===== config.mk =====
export PLATFORM = sky130hd
export DESIGN_NAME = pipe_ctrl_unit
export DESIGN_NICKNAME = d
export VERILOG_FILES = /design/src/rtl/pipe_ctrl_unit_pkg.sv /design/src/rtl/pipe_ctrl_unit_cond.sv /design/src/rtl/pipe_ctrl_unit.sv
export SDC_FILE = /design/constraint.sdc
export NUM_CORES = 1
export LEC_CHECK = 0
export ABC_AREA = 1
export BUFFER_PORTS_ARGS = -buffer_cell sky130_fd_sc_hd__buf_2
export CAP_MARGIN = 40
export CORE_MARGIN = 3
export CORE_UTILIZATION = 44
export DETAILED_ROUTE_END_ITERATION = 8
export PLACE_DENSITY = 0.76
export SYNTH_ARGS = -nofsm -noshare
export SYNTH_HDL_FRONTEND = slang
export SYNTH_SLANG_ARGS = --single-unit

===== constraint.sdc =====
create_clock -name clk -period 1.3 [get_ports clk]
set_input_delay 0.13 -clock clk [delete_from_list [all_inputs] [get_ports clk]]
set_output_delay 0.13 -clock clk [all_outputs]
set_load 0.03 [all_outputs]

===== src/rtl/pipe_ctrl_unit_pkg.sv =====
// Shared opcode/condition constants, flag bit positions and the EX control bundle.
// CTRL_EXEC_EN: when defined opcode 15 is a real EXEC, otherwise an illegal NOP.
package pipe_ctrl_unit_pkg;

    localparam logic [3:0] OP_ADD  = 4'd0;
    localparam logic [3:0] OP_SUB  = 4'd1;
    localparam logic [3:0] OP_AND  = 4'd2;
    localparam logic [3:0] OP_OR   = 4'd3;
    localparam logic [3:0] OP_LW   = 4'd8;
    localparam logic [3:0] OP_SW   = 4'd9;
    localparam logic [3:0] OP_LHB  = 4'd10;
    localparam logic [3:0] OP_LLB  = 4'd11;
    localparam logic [3:0] OP_BR   = 4'd12;
    localparam logic [3:0] OP_JAL  = 4'd13;
    localparam logic [3:0] OP_JR   = 4'd14;
    localparam logic [3:0] OP_EXEC = 4'd15;

    localparam logic [2:0] COND_EQ = 3'd0;
    localparam logic [2:0] COND_NE = 3'd1;
    localparam logic [2:0] COND_GT = 3'd2;
    localparam logic [2:0] COND_LT = 3'd3;
    localparam logic [2:0] COND_GE = 3'd4;
    localparam logic [2:0] COND_LE = 3'd5;
    localparam logic [2:0] COND_OV = 3'd6;
    localparam logic [2:0] COND_AL = 3'd7;

    localparam int FLAG_Z = 2;
    localparam int FLAG_V = 1;
    localparam int FLAG_N = 0;

`ifdef CTRL_EXEC_EN
    localparam bit EXEC_EN = 1'b1;
`else
    localparam bit EXEC_EN = 1'b0;
`endif

    typedef enum logic {ST_IDLE, ST_STALL} stall_state_t;

    typedef struct packed {
        logic       valid;
        logic       dmem_wen;
        logic       rf_wen;
        logic [2:0] alu_op;
        logic       alusrc;
        logic       regdest;
        logic       mem2reg;
        logic       lhb_llb;
        logic       jal;
        logic       jr;
        logic       exec;
        logic       sets_flags;
    } ctrl_bundle_t;

    localparam ctrl_bundle_t CTRL_RST = '{valid: 1'b0, dmem_wen: 1'b1, rf_wen: 1'b0,
                                          alu_op: 3'd0, alusrc: 1'b0, regdest: 1'b0,
                                          mem2reg: 1'b0, lhb_llb: 1'b0, jal: 1'b0,
                                          jr: 1'b0, exec: 1'b0, sets_flags: 1'b0};

    function automatic ctrl_bundle_t decode_op(input logic [3:0] op);
        ctrl_bundle_t b;
        b = CTRL_RST;
        b.valid = 1'b1;
        if (!op[3]) begin
            b.alu_op     = op[2:0];
            b.rf_wen     = 1'b1;
            b.regdest    = 1'b1;
            b.alusrc     = op[2];
            b.sets_flags = !op[2];
        end else begin
            case (op)
                OP_LW: begin
                    b.alusrc  = 1'b1;
                    b.rf_wen  = 1'b1;
                    b.mem2reg = 1'b1;
                end
                OP_SW: begin
                    b.dmem_wen = 1'b0;
                    b.alusrc   = 1'b1;
                    b.lhb_llb  = 1'b1;
                end
                OP_LHB, OP_LLB: begin
                    b.rf_wen  = 1'b1;
                    b.lhb_llb = 1'b1;
                end
                OP_JAL: begin
                    b.rf_wen = 1'b1;
                    b.jal    = 1'b1;
                end
                OP_JR:   b.jr   = 1'b1;
                OP_EXEC: b.exec = EXEC_EN;
                default: ;
            endcase
        end
        return b;
    endfunction

endpackage


===== src/rtl/pipe_ctrl_unit_cond.sv =====
// Branch condition evaluator: flag register + 4-bit condition field -> taken.
module ctrl_cond_eval
    import pipe_ctrl_unit_pkg::*;
#(
    parameter int FLAG_W = 3
) (
    input  logic [FLAG_W-1:0] flags,
    input  logic [3:0]        cond,
    output logic              taken
);

    logic z, v, n, hit;

    always_comb begin
        z   = flags[FLAG_Z];
        v   = flags[FLAG_V];
        n   = flags[FLAG_N];
        hit = 1'b0;
        case (cond[2:0])
            COND_EQ: hit = z;
            COND_NE: hit = !z;
            COND_GT: hit = !z && !n;
            COND_LT: hit = n;
            COND_GE: hit = z || !n;
            COND_LE: hit = z || n;
            COND_OV: hit = v;
            COND_AL: hit = 1'b1;
            default: hit = 1'b1;
        endcase
        // bit 3 of the condition field marks a never-taken branch
        taken = hit && !cond[3];
    end

endmodule


===== src/rtl/pipe_ctrl_unit.sv =====
// ID/EX control register with flag register, branch resolve and hazard stalls.
// Opcode 15 behaviour depends on CTRL_EXEC_EN (see pipe_ctrl_unit_pkg).
//   state    | meaning
//   ST_IDLE  | normal issue; load-use or flag hazard stalls combinationally
//   ST_STALL | extra load-use bubbles, cnt_q counts the ones still owed
module pipe_ctrl_unit
    import pipe_ctrl_unit_pkg::*;
#(
    parameter int REG_AW      = 4,
    parameter int LDUSE_STALL = 1,
    parameter int FLAG_W      = 3
) (
    input  logic              clk,
    input  logic              rst,
    input  logic              id_valid,
    input  logic [3:0]        id_opcode,
    input  logic [3:0]        id_cond,
    input  logic [REG_AW-1:0] id_rs,
    input  logic [REG_AW-1:0] id_rt,
    input  logic [REG_AW-1:0] id_rd,
    input  logic              stall_ext,
    input  logic [FLAG_W-1:0] flag_in,
    input  logic              flag_wen,
    output logic              id_stall,
    output logic              flush,
    output logic              br_taken,
    output logic              illegal_op,
    output logic              ex_valid,
    output logic              ex_dmem_wen,
    output logic              ex_rf_wen,
    output logic [2:0]        ex_alu_op,
    output logic              ex_alusrc,
    output logic              ex_regdest,
    output logic              ex_mem2reg,
    output logic              ex_lhb_llb,
    output logic              ex_jal,
    output logic              ex_jr,
    output logic              ex_exec,
    output logic [REG_AW-1:0] ex_rd,
    output logic [FLAG_W-1:0] flags_q
);

    localparam logic [1:0] CNT_INIT = 2'(LDUSE_STALL - 1);

    ctrl_bundle_t      ex_q, id_bundle;
    logic [REG_AW-1:0] ex_rd_q;
    stall_state_t      state_q, state_d;
    logic [1:0]        cnt_q, cnt_d;
    logic              uses_rt, load_use, flag_haz, accept, cond_true, is_br;

    ctrl_cond_eval #(.FLAG_W(FLAG_W)) u_cond (
        .flags (flags_q),
        .cond  (id_cond),
        .taken (cond_true)
    );

    always_comb begin
        id_bundle = decode_op(id_opcode);
        is_br     = (id_opcode == OP_BR);
        uses_rt   = (id_opcode[3:2] == 2'b00) || (id_opcode == OP_SW);
        load_use  = ex_q.valid && ex_q.mem2reg &&
                    ((ex_rd_q == id_rs) || (uses_rt && (ex_rd_q == id_rt)));
        flag_haz  = is_br && ex_q.valid && ex_q.sets_flags;

        state_d  = state_q;
        cnt_d    = cnt_q;
        id_stall = 1'b0;
        case (state_q)
            ST_IDLE: begin
                if (load_use) begin
                    id_stall = 1'b1;
                    if (LDUSE_STALL > 1) begin
                        state_d = ST_STALL;
                        cnt_d   = CNT_INIT;
                    end
                end else if (flag_haz) begin
                    id_stall = 1'b1;
                end
            end
            ST_STALL: begin
                id_stall = 1'b1;
                cnt_d    = cnt_q - 2'd1;
                if (cnt_q == 2'd1) state_d = ST_IDLE;
            end
            default: state_d = ST_IDLE;
        endcase

        accept   = id_valid && !id_stall && !stall_ext;
        br_taken = accept && is_br && cond_true;
        flush    = br_taken ||
                   (accept && ((id_opcode == OP_JAL) || (id_opcode == OP_JR) ||
                               (EXEC_EN && (id_opcode == OP_EXEC))));
    end

    always_ff @(posedge clk or posedge rst) begin
        if (rst) begin
            state_q    <= ST_IDLE;
            cnt_q      <= 2'd0;
            flags_q    <= '0;
            ex_q       <= CTRL_RST;
            ex_rd_q    <= '0;
            illegal_op <= 1'b0;
        end else if (!stall_ext) begin
            state_q    <= state_d;
            cnt_q      <= cnt_d;
            if (flag_wen) flags_q <= flag_in;
            ex_q       <= accept ? id_bundle : CTRL_RST;
            ex_rd_q    <= accept ? id_rd : '0;
            illegal_op <= accept && !EXEC_EN && (id_opcode == OP_EXEC);
        end
    end

    assign ex_valid    = ex_q.valid;
    assign ex_dmem_wen = ex_q.dmem_wen;
    assign ex_rf_wen   = ex_q.rf_wen;
    assign ex_alu_op   = ex_q.alu_op;
    assign ex_alusrc   = ex_q.alusrc;
    assign ex_regdest  = ex_q.regdest;
    assign ex_mem2reg  = ex_q.mem2reg;
    assign ex_lhb_llb  = ex_q.lhb_llb;
    assign ex_jal      = ex_q.jal;
    assign ex_jr       = ex_q.jr;
    assign ex_exec     = EXEC_EN && ex_q.exec;
    assign ex_rd       = ex_rd_q;

endmodule


==> qor.txt, run 1 <==
outcome -> complete, but fails checks
starting density of the core -> 48.0%
Placed Instance Area -> 0.00181 sq mm
initial antenna violation count -> 0
minimum period implied by the final worst setup slack -> 1830 ps
Num Clock Sinks -> 24
RSZ-0062 raised after global routing -> true
r2r setup slk -> -220 ps
Netlist cell types -> 24
Hold Slack -> 27.8 ps
Diodes inserted -> 0
Pre-antenna DRT Iters -> 4
clk_lat worst skew -> 330 ps
Iter 0 DRT Violations -> 65
Hold Fails Final Rpt -> 0
Tcrit/Tclk final -> 141%
Clock Skew -> 12.4 ps
Mapped Area -> 0.00138 sq mm
CTS tree -> done
Reg2Reg Depth -> 11
DP HPWL -> 2510 microns
nature of the critical path startpoint -> flop
TritonCTS buffer count -> 3
CP arrival -> 1700 ps
worst vdd ir -> 0.732 mV
commonest non-fill, non-tap cell in the layout -> nand2_1
CP Data Required Time -> 1170 ps
Vert. Die Dim -> 62.0 microns
number of max-cap violations -> 0
share of cells above drive strength 1 -> 43.1%
largest net degree at the start of global routing -> 25
routed len/inst -> 11.1 microns
Core Area -> 0.00288 sq mm
Cells after Synth -> 186
CTS max path bufs -> 2
Post-layout nets -> 290
die width -> 62.0 microns
cell count after placement -> 291
worst r2r src -> ex_rd[2]$_DFFE_PP0N_
vias in the first global route -> 1276
RD Place Congestion -> 0.857
area grow syn2layout -> 43.2%
total track usage -> 19.3%
fillers -> 246
Worst Hold Path EP -> ex_rd[2]$_DFFE_PP0N_
reg2reg end -> ex_jal$_DFFE_PP0N_
global route total overflow -> 0
PD cells -> 1060 mW/mm^2
CP endpoint kind -> primary output
number of cells in the finished layout apart from fillers -> 302
leakage -> 1.13 nW
Finished Cell Area -> 0.00198 sq mm
failing checks -> setup timing
post-route ant nets -> 0
worst setup margin -> -534 ps
#FFs+latches synth -> 24
hold crit path type -> in -> reg
total power draw -> 0.00210 W
via count -> 1384
Worst Hold Launch -> id_rd[2]
FP Rows -> 19
first-pass GRT wire length -> 5460 microns
Vias/cell -> 4.58
H-tree Lvls -> 1
yosys warns -> 0
root buffer cell -> clkbuf_4
io pins -> 52
Die ar. -> 0.00385 sq mm
Port Buffers -> 50
Residual DRC -> 0
final WL -> 3350 microns
final-report max-slew violation count -> 0
Placement Setup Slack -> -240 ps
most frequent cells in the layout -> nand2_1, buf_2, buf_4, inv_1, dfrtp_1
Seq/Total Area, Yosys -> 43.6%
Avg Inst Size Synth -> 7.43 sq um
clk slew on worst S/H paths -> 150 ps
CP Max Fanout -> 4
Final setup viols -> 20
crit path kind -> reg -> out
Hold Path Stages -> 3
post-synth net total -> 215
fmax -> 545 MHz
==> metrics by stage <==
step                      setup TNS, ps  utilization, %
after global placement             -847            62.8
after global routing              -6590            68.8
after floorplan                   -1150               -
final                             -4230            68.8
after CTS                         -4210            67.9
after detailed placement          -1320            62.8
==> report_power, final <==
group          leakage [nW]  internal (W)  switching [W]
sequential            0.302      0.000842      0.0000566
clock                0.0279      0.000312       0.000242
combinational         0.795      0.000265       0.000386
==> worst max-delay path by stage <==
stage / from / end / slack, ps / depth (start not counted)
finish: ex_rd[2]$_DFFE_PP0N_ / flush / -530 / 10
global route: ex_rd[0]$_DFFE_PP0N_ / flush / -650 / 8
CTS: ex_rd[2]$_DFFE_PP0N_ / flush / -550 / 10
detailed placement: ex_rd[0]$_DFFE_PP0N_ / flush / -240 / 10
global placement: ex_rd[0]$_DFFE_PP0N_ / flush / -210 / 8
floorplan: ex_rd[0]$_DFFE_PP0N_ / id_stall / -170 / 9
==> synth_stat cells <==
library cell / instances / share of area [%]
nand2_2: 3 / 1.4
o21ai_0: 8 / 2.9
xor2_1: 4 / 2.5
inv_2: 2 / 0.54
a21oi_1: 9 / 3.3
inv_1: 27 / 7.3
nor2_1: 18 / 4.9
ha_1: 1 / 0.91
dfstp_2: 1 / 1.9
nand3_2: 4 / 2.9
nand4_1: 3 / 1.4
mux2_2: 1 / 0.82
buf_4: 5 / 2.7
xnor2_1: 1 / 0.63
clkbuf_1: 1 / 0.27
nor2_2: 1 / 0.45
o21bai_1: 1 / 0.54
nand2_1: 51 / 14
conb_1: 1 / 0.27
buf_6: 1 / 0.82
nor3_1: 3 / 1.1
nand3_1: 16 / 5.8
a21oi_4: 1 / 1.2
dfrtp_1: 23 / 42
==> sequential cells by signal, indices dropped and copies added, names as in the netlist <==
| register | flops |
|---|---|
| flags_q | 3 |
| ex_rf_wen | 1 |
| ex_alu_op | 3 |
| ex_jr | 1 |
| ex_valid | 1 |
| illegal_op | 1 |
| ex_lhb_llb | 1 |
| ex_rd | 4 |
| state_q | 1 |
| cnt_q | 2 |
| ex_mem2reg | 1 |
| ex_dmem_wen | 1 |
| ex_q | 1 |
| ex_jal | 1 |
| ex_alusrc | 1 |
| ex_regdest | 1 |
==> area by class of cell <==
type	instances	area, sq um	share of cell area, %
clock buffers	3	22.5	1.14
clock inverters	1	30.0	1.52
inverters	29	111	5.63
multi-input cells	126	669	33.8
flip-flops and latches	24	607	30.7
well taps	42	52.6	2.66
repair buffers	77	485	24.5
==> layer usage <==
metal | vias to the layer above | part of all wire, % | global-route usage (%)
met5 | - | 0 | 0
met2 | 30 | 47 | 31.4
li1 | 728 | - | -
met1 | 622 | 47 | 26.0
met4 | 0 | 1.3 | 4.85
met3 | 4 | 4.8 | 4.34
==> critical path: stages, from the launching register on <==
cell	delay, ps
dfrtp_2	460
inv_2	60
nand2_1	50
nand2_1	50
nor2_1	40
nand3_1	80
nand2_2	80
a21oi_4	190
nand3_4	120
nand3_4	110
buf_6	130
==> repair_timing <==
item | 4_1_cts | 5_1_grt
gates resized for setup | 19 | 8
buffers inserted | 4 | 3
hold buffers | 1 | 0
hold endpoints to repair | 23 | 0
endpoints found under the setup margin | 20 | 21
pin swaps | 9 | 7
==> cells by family (layout without fill, tap and decap cells) <==
family	after synthesis	in the layout	synth area share, %
AND/OR/NAND/NOR	99	99	31.7
AO/OA/AOI/OAI	19	19	7.88
multiplexers	1	1	0.815
XOR/XNOR	5	5	3.17
buffers and inverters	36	110	11.7
flip-flops	24	24	43.6
adder cells (fa/ha/maj)	1	1	0.906
other	1	1	0.271
(Power assumes the default switching activity.)
==> run 2, diff against run 1 <==
BUFFER_PORTS_ARGS = -buffer_cell sky130_fd_sc_hd__buf_4   (was -buffer_cell sky130_fd_sc_hd__buf_2)
PLACE_DENSITY = default   (was 0.76)
PLACE_DENSITY_LB_ADDON = 0.25   (was default)
==> run 2 against run 1 <==
The run still ends with setup timing left. Critical path depth did not move. Final area rose by 7.5%. Hold slack improved by 7.8 ps. Total power fell by 6.0%. Fmax fell by 0.45%. Register-to-register slack got worse by 90 ps. Combinational power rose by 13%. Sequential power rose by 0.7%. First-iteration DRC count fell by 7.7%.
==> qor.txt, run 2 (same netlist as run 1, synthesis figures left out) <==
area grow syn2layout -> 54.0%
Core Area -> 0.00288 sq mm (unchanged)
hold crit path type -> in -> reg
CTS max path bufs -> 2 (unchanged)
final WL -> 3520 microns (+5.0%)
crit path kind -> reg -> out
initial antenna violation count -> 0 (unchanged)
H-tree Lvls -> 1 (unchanged)
global route total overflow -> 0 (unchanged)
Reg2Reg Depth -> 12 (+1)
post-route ant nets -> 0 (unchanged)
number of cells in the finished layout apart from fillers -> 305 (+0.99%)
worst vdd ir -> 0.825 mV (+13%)
final-report max-slew violation count -> 0 (unchanged)
Iter 0 DRT Violations -> 60 (-7.7%)
fmax -> 543 MHz (-0.45%)
nature of the critical path startpoint -> flop
starting density of the core -> 48.0% (unchanged)
minimum period implied by the final worst setup slack -> 1840 ps (+8.37 ps)
Die ar. -> 0.00385 sq mm (unchanged)
most frequent cells in the layout -> buf_4, nand2_1, inv_1, dfrtp_1, nor2_1
CP Max Fanout -> 4 (unchanged)
Port Buffers -> 50 (unchanged)
CP endpoint kind -> primary output
number of max-cap violations -> 0 (unchanged)
RSZ-0062 raised after global routing -> true
Clock Skew -> 2.88 ps (-9.55 ps)
total track usage -> 19.7% (+0.45 points)
Residual DRC -> 0 (unchanged)
DP HPWL -> 2690 microns (+6.9%)
Finished Cell Area -> 0.00213 sq mm (+7.5%)
Vert. Die Dim -> 62.0 microns (unchanged)
worst setup margin -> -542 ps (-8.37 ps)
Reg area -> 607 sq um (unchanged)
Tcrit/Tclk final -> 142% (+0.64 points)
CP arrival -> 1710 ps (about the same)
Hold Slack -> 35.6 ps (+7.78 ps)
clk_lat worst skew -> 310 ps (-20 ps)
share of cells above drive strength 1 -> 45.6% (+2.6 points)
TritonCTS buffer count -> 3 (unchanged)
area of the multi-input gates -> 689 sq um (+3.0%)
Final setup viols -> 19 (-5.0%)
via count -> 1433 (+3.5%)
leakage -> 1.17 nW (+3.6%)
routed len/inst -> 11.5 microns (+4.0%)
io pins -> 52 (unchanged)
commonest non-fill, non-tap cell in the layout -> buf_4
Hold Path Stages -> 2 (-1)
FP Rows -> 19 (unchanged)
cell count after placement -> 295 (+1.4%)
number of flip-flops in the largest register -> 4 (unchanged)
Pre-antenna DRT Iters -> 4 (unchanged)
clk slew on worst S/H paths -> 130 ps (-20 ps)
outcome -> complete, but fails checks
fillers -> 217 (-12%)
largest net degree at the start of global routing -> 25 (unchanged)
Placed Instance Area -> 0.00196 sq mm (+8.6%)
Num Clock Sinks -> 24 (unchanged)
Hold Fails Final Rpt -> 0 (unchanged)
CTS tree -> done
RD Place Congestion -> 0.825 (-3.8%)
first-pass GRT wire length -> 5700 microns (+4.3%)
Post-layout nets -> 293 (+1.0%)
CP Data Required Time -> 1170 ps (about the same)
Diodes inserted -> 0 (unchanged)
vias in the first global route -> 1320 (+3.4%)
total power draw -> 0.00198 W (-6.0%)
PD cells -> 930 mW/mm^2 (-13%)
die width -> 62.0 microns (unchanged)
failing checks -> setup timing
Vias/cell -> 4.70 (+2.5%)
root buffer cell -> clkbuf_4
run 2: through the flow:
stage	utilization, %	setup TNS, ps	setup WS [ps]
after floorplan	-	-1150	-170
after global placement	68.2	-1500	-171
after detailed placement	68.2	-2010	-201
after CTS	72.6	-5120	-528
after global routing	73.9	-7340	-655
final	73.9	-5430	-542
run 2: path summary, 6_finish.rpt:
check                                  startpoint                      end  slack (ps)
min in group asynchronous                     rst     cnt_q[0]$_DFFE_PP0P_         400
max in group asynchronous                     rst  ex_dmem_wen$_DFFE_PP1N_         610
max                          ex_rd[3]$_DFFE_PP0N_                    flush        -540
min                                    flag_in[1]   flags_q[1]$_DFFE_PP0P_          40
min reg2reg                ex_regdest$_DFFE_PP0N_   ex_regdest$_DFFE_PP0N_         490
max reg2reg                  ex_rd[3]$_DFFE_PP0N_     ex_rd[0]$_DFFE_PP0N_        -310
run 2: area by class of cell:
class | instances | area share, %
multi-input cells | 126 | 32.4
repair buffers | 80 | 30.1
flip-flops and latches | 24 | 28.5
inverters | 29 | 5.24
well taps | 42 | 2.47
clock buffers | 4 | 1.24
run 2: layer usage:
layer	vias up	global-route usage [%]	share of wire [%]
met5	-	0	0
met1	657	27.5	45
met3	4	4.55	6.4
met2	43	31.7	48
li1	729	-	-
met4	0	3.64	0.77
run 2: critical path: stages, from the launching register on:
cell and delay (ps):
dfrtp_2 450, inv_2 70, nand2_2 50, nand2_2 60
nor2_2 40, nand3_1 80, nand2_2 90, a21oi_4 200
nand3_4 120, nand3_4 100, buf_6 130
run 2: power breakdown:
group / leakage [nW] / internal, W / total [W] / switching [W]
combinational: 0.848 / 0.000339 / 0.000734 / 0.000394
sequential: 0.302 / 0.000842 / 0.000904 / 0.0000626
clock: 0.0150 / 0.000120 / 0.000340 / 0.000220
total: 1.17 / 0.00130 / 0.00198 / 0.000677
run 2: what timing repair did:
action                                  in CTS  in global routing
hold endpoints to repair                    23                  0
hold buffers                                 1                  0
pin swaps                                    8                 15
resized for setup                           16                 14
setup buffers                                4                  3
endpoints found under the setup margin      20                 21
==> run 3, diff against run 2 <==
CORE_MARGIN = default   (was 3)
==> run 3 against run 2 <==
The flow finishes with violations (DRC, setup timing). Clock skew up 13 ps. Clock-buffer cell count stayed put. Sequential power is essentially flat. Critical path depth fell by 3.
==> qor.txt, run 3 (same netlist as run 1, synthesis figures left out) <==
Hold Path Stages -> 3 (+1)
Gate power share -> 37.5% (+0.4 points)
Hold Fails Final Rpt -> 0 (unchanged)
number of max-cap violations -> 0 (unchanged)
crit-path leading delay family -> compound AO/OA/AOI/OAI gates
via count -> 1501 (+4.7%)
Max stage delay cell, worst path -> dfrtp_1
root buffer cell -> clkbuf_4
io pins -> 52 (unchanged)
worst vdd ir -> 0.662 mV (-20%)
Diodes inserted -> 0 (unchanged)
CP bufs+invs -> 1 (-1)
nature of the critical path startpoint -> flop
Tcrit/Tclk final -> 144% (+2.0 points)
clock power share -> 19.4% (+2.2 points)
PD cells -> 962 mW/mm^2 (+3.5%)
vias in the first global route -> 1422 (+7.7%)
share of cells above drive strength 1 -> 45.9% (+0.30 points)
first-pass GRT wire length -> 6030 microns (+5.8%)
worst setup margin -> -568 ps (-25.8 ps)
routed len/inst -> 13.1 microns (+14%)
crit path kind -> reg -> out
hold crit path type -> in -> reg
cell-internal power -> 0.00139 W (+6.7%)
FP Rows -> 19 (unchanged)
Port Buffers -> 50 (unchanged)
Num Clock Sinks -> 24 (unchanged)
total track usage -> 23.7% (+3.9 points)
CP Max Fanout -> 4 (unchanged)
Sw Share -> 34.0% (-0.20 points)
most used cell, CP -> nand3_4
post-route ant nets -> 0 (unchanged)
CP arrival -> 1740 ps (+30 ps)
die width -> 58.0 microns (-6.4%)
CTS max path bufs -> 2 (unchanged)
most frequent cells in the layout -> buf_4, nand2_1, inv_1, dfrtp_1, nor2_1
final-report max-slew violation count -> 0 (unchanged)
Crit path depth -> 7 (-3)
fmax -> 535 MHz (-1.4%)
CP endpoint kind -> primary output
Vias/cell -> 4.99 (+6.1%)
Finished Cell Area -> 0.00219 sq mm (+2.8%)
Core Area -> 0.00285 sq mm (-0.83%)
Switch Pwr -> 0.000716 W (+5.8%)
DP HPWL -> 2580 microns (-4.1%)
number of flip-flops in the largest register -> 4 (unchanged)
largest net degree at the start of global routing -> 25 (unchanged)
starting density of the core -> 48.4% (+0.40 points)
leakage -> 1.21 nW (+4.2%)
minimum period implied by the final worst setup slack -> 1870 ps (+25.8 ps)
H-tree Lvls -> 1 (unchanged)
clk slew on worst S/H paths -> 150 ps (+20 ps)
global route total overflow -> 0 (unchanged)
initial antenna violation count -> 0 (unchanged)
Seq pwr share -> 43.0% (-2.7 points)
Clock Skew -> 15.8 ps (+12.9 ps)
outcome -> complete, but fails checks
Final setup viols -> 20 (+1)
number of cells in the finished layout apart from fillers -> 301 (-1.3%)
CTS tree -> done
TritonCTS buffer count -> 3 (unchanged)
failing checks -> DRC, setup timing
fillers -> 208 (-4.1%)
cell count after placement -> 284 (-3.7%)
Vert. Die Dim -> 58.0 microns (-6.4%)
clk_lat worst skew -> 330 ps (+20 ps)
Residual DRC -> 4 (+4)
Placed Instance Area -> 0.00195 sq mm (-0.70%)
final WL -> 3950 microns (+12%)
Iter 0 DRT Violations -> 69 (+15%)
commonest non-fill, non-tap cell in the layout -> buf_4
Post-layout nets -> 300 (+2.4%)
RSZ-0062 raised after global routing -> true
Reg2Reg Depth -> 11 (-1)
crit-path cells -> nand2_1 -> o21ai_0 -> a21oi_1 -> a21oi_2 -> nand3_4 -> nand3_4 -> buf_6
area grow syn2layout -> 58.3%
Pre-antenna DRT Iters -> 6 (+2)
CP Data Required Time -> 1170 ps (about the same)
Die ar. -> 0.00337 sq mm (-12%)
RD Place Congestion -> 0.793 (-3.9%)
CP max stage delay -> 410 ps (-40 ps)
[run 3: final timing paths]
check | startpoint | endpoint | slack (ps)
setup / recovery | flags_q[2]$_DFFE_PP0P_ | flush | -570
hold / removal | stall_ext | ex_alu_op[2]$_DFFE_PP0N_ | 40
setup reg to reg | ex_rd[0]$_DFFE_PP0N_ | ex_rd[0]$_DFFE_PP0N_ | -290
hold reg to reg | cnt_q[0]$_DFFE_PP0P_ | cnt_q[0]$_DFFE_PP0P_ | 490
max in group asynchronous | rst | ex_dmem_wen$_DFFE_PP1N_ | 610
min in group asynchronous | rst | ex_mem2reg$_DFFE_PP0N_ | 390
[run 3: stage by stage]
stage	setup TNS (ps)	hold slack [ps]	worst slack (ps)	util, %	power (W)
after floorplan	-1150	144	-170	-	0.00130
after global placement	-1190	197	-144	68.3	0.00158
after detailed placement	-1690	208	-186	68.3	0.00159
after CTS	-4550	36.2	-534	75.0	0.00207
after global routing	-7060	35.5	-642	76.7	0.00221
final	-5370	38.5	-568	76.7	0.00210
[run 3: worst register-to-register path, stage by stage (launching register included)]
cell and delay, ps:
dfrtp_2 450, inv_2 60, buf_6 110, buf_6 110
buf_6 100, buf_6 100, buf_6 100, buf_6 100
buf_6 100, buf_6 100, buf_6 100, o21ai_2 90
[run 3: power by group through the flow]
stage	Clock [W]	Sequential, W	Combinational, W
after floorplan	0	0.00100	0.000294
after global placement	0	0.000914	0.000662
after detailed placement	0	0.000917	0.000672
after CTS	0.000405	0.000903	0.000760
after global routing	0.000438	0.000917	0.000852
final	0.000409	0.000905	0.000790
[run 3: what timing repair did]
item | CTS | global route
endpoints found under the hold margin | 23 | 0
pin swaps | 7 | 8
setup buffers | 12 | 4
endpoints found under the setup margin | 20 | 21
hold buffers | 1 | 0
cloned | 0 | 0
gates resized for setup | 21 | 17
[run 3: final cells by class]
type / instances / area (sq um) / area share [%]
Clock buffer: 4 / 36.3 / 1.66
Inverter: 29 / 111 / 5.09
Multi-Input combinational cell: 126 / 678 / 31.0
Sequential cell: 24 / 607 / 27.7
Tap cell: 31 / 38.8 / 1.77
Timing Repair Buffer: 87 / 716 / 32.7
[run 3: layer usage]
metal / up-vias / wire [microns] / track usage, %
met1: 692 / 1720 / 30.8
met5: - / 0 / 0
li1: 750 / - / -
met4: 0 / 93 / 6.80
met3: 10 / 214 / 2.90
met2: 49 / 1920 / 41.4
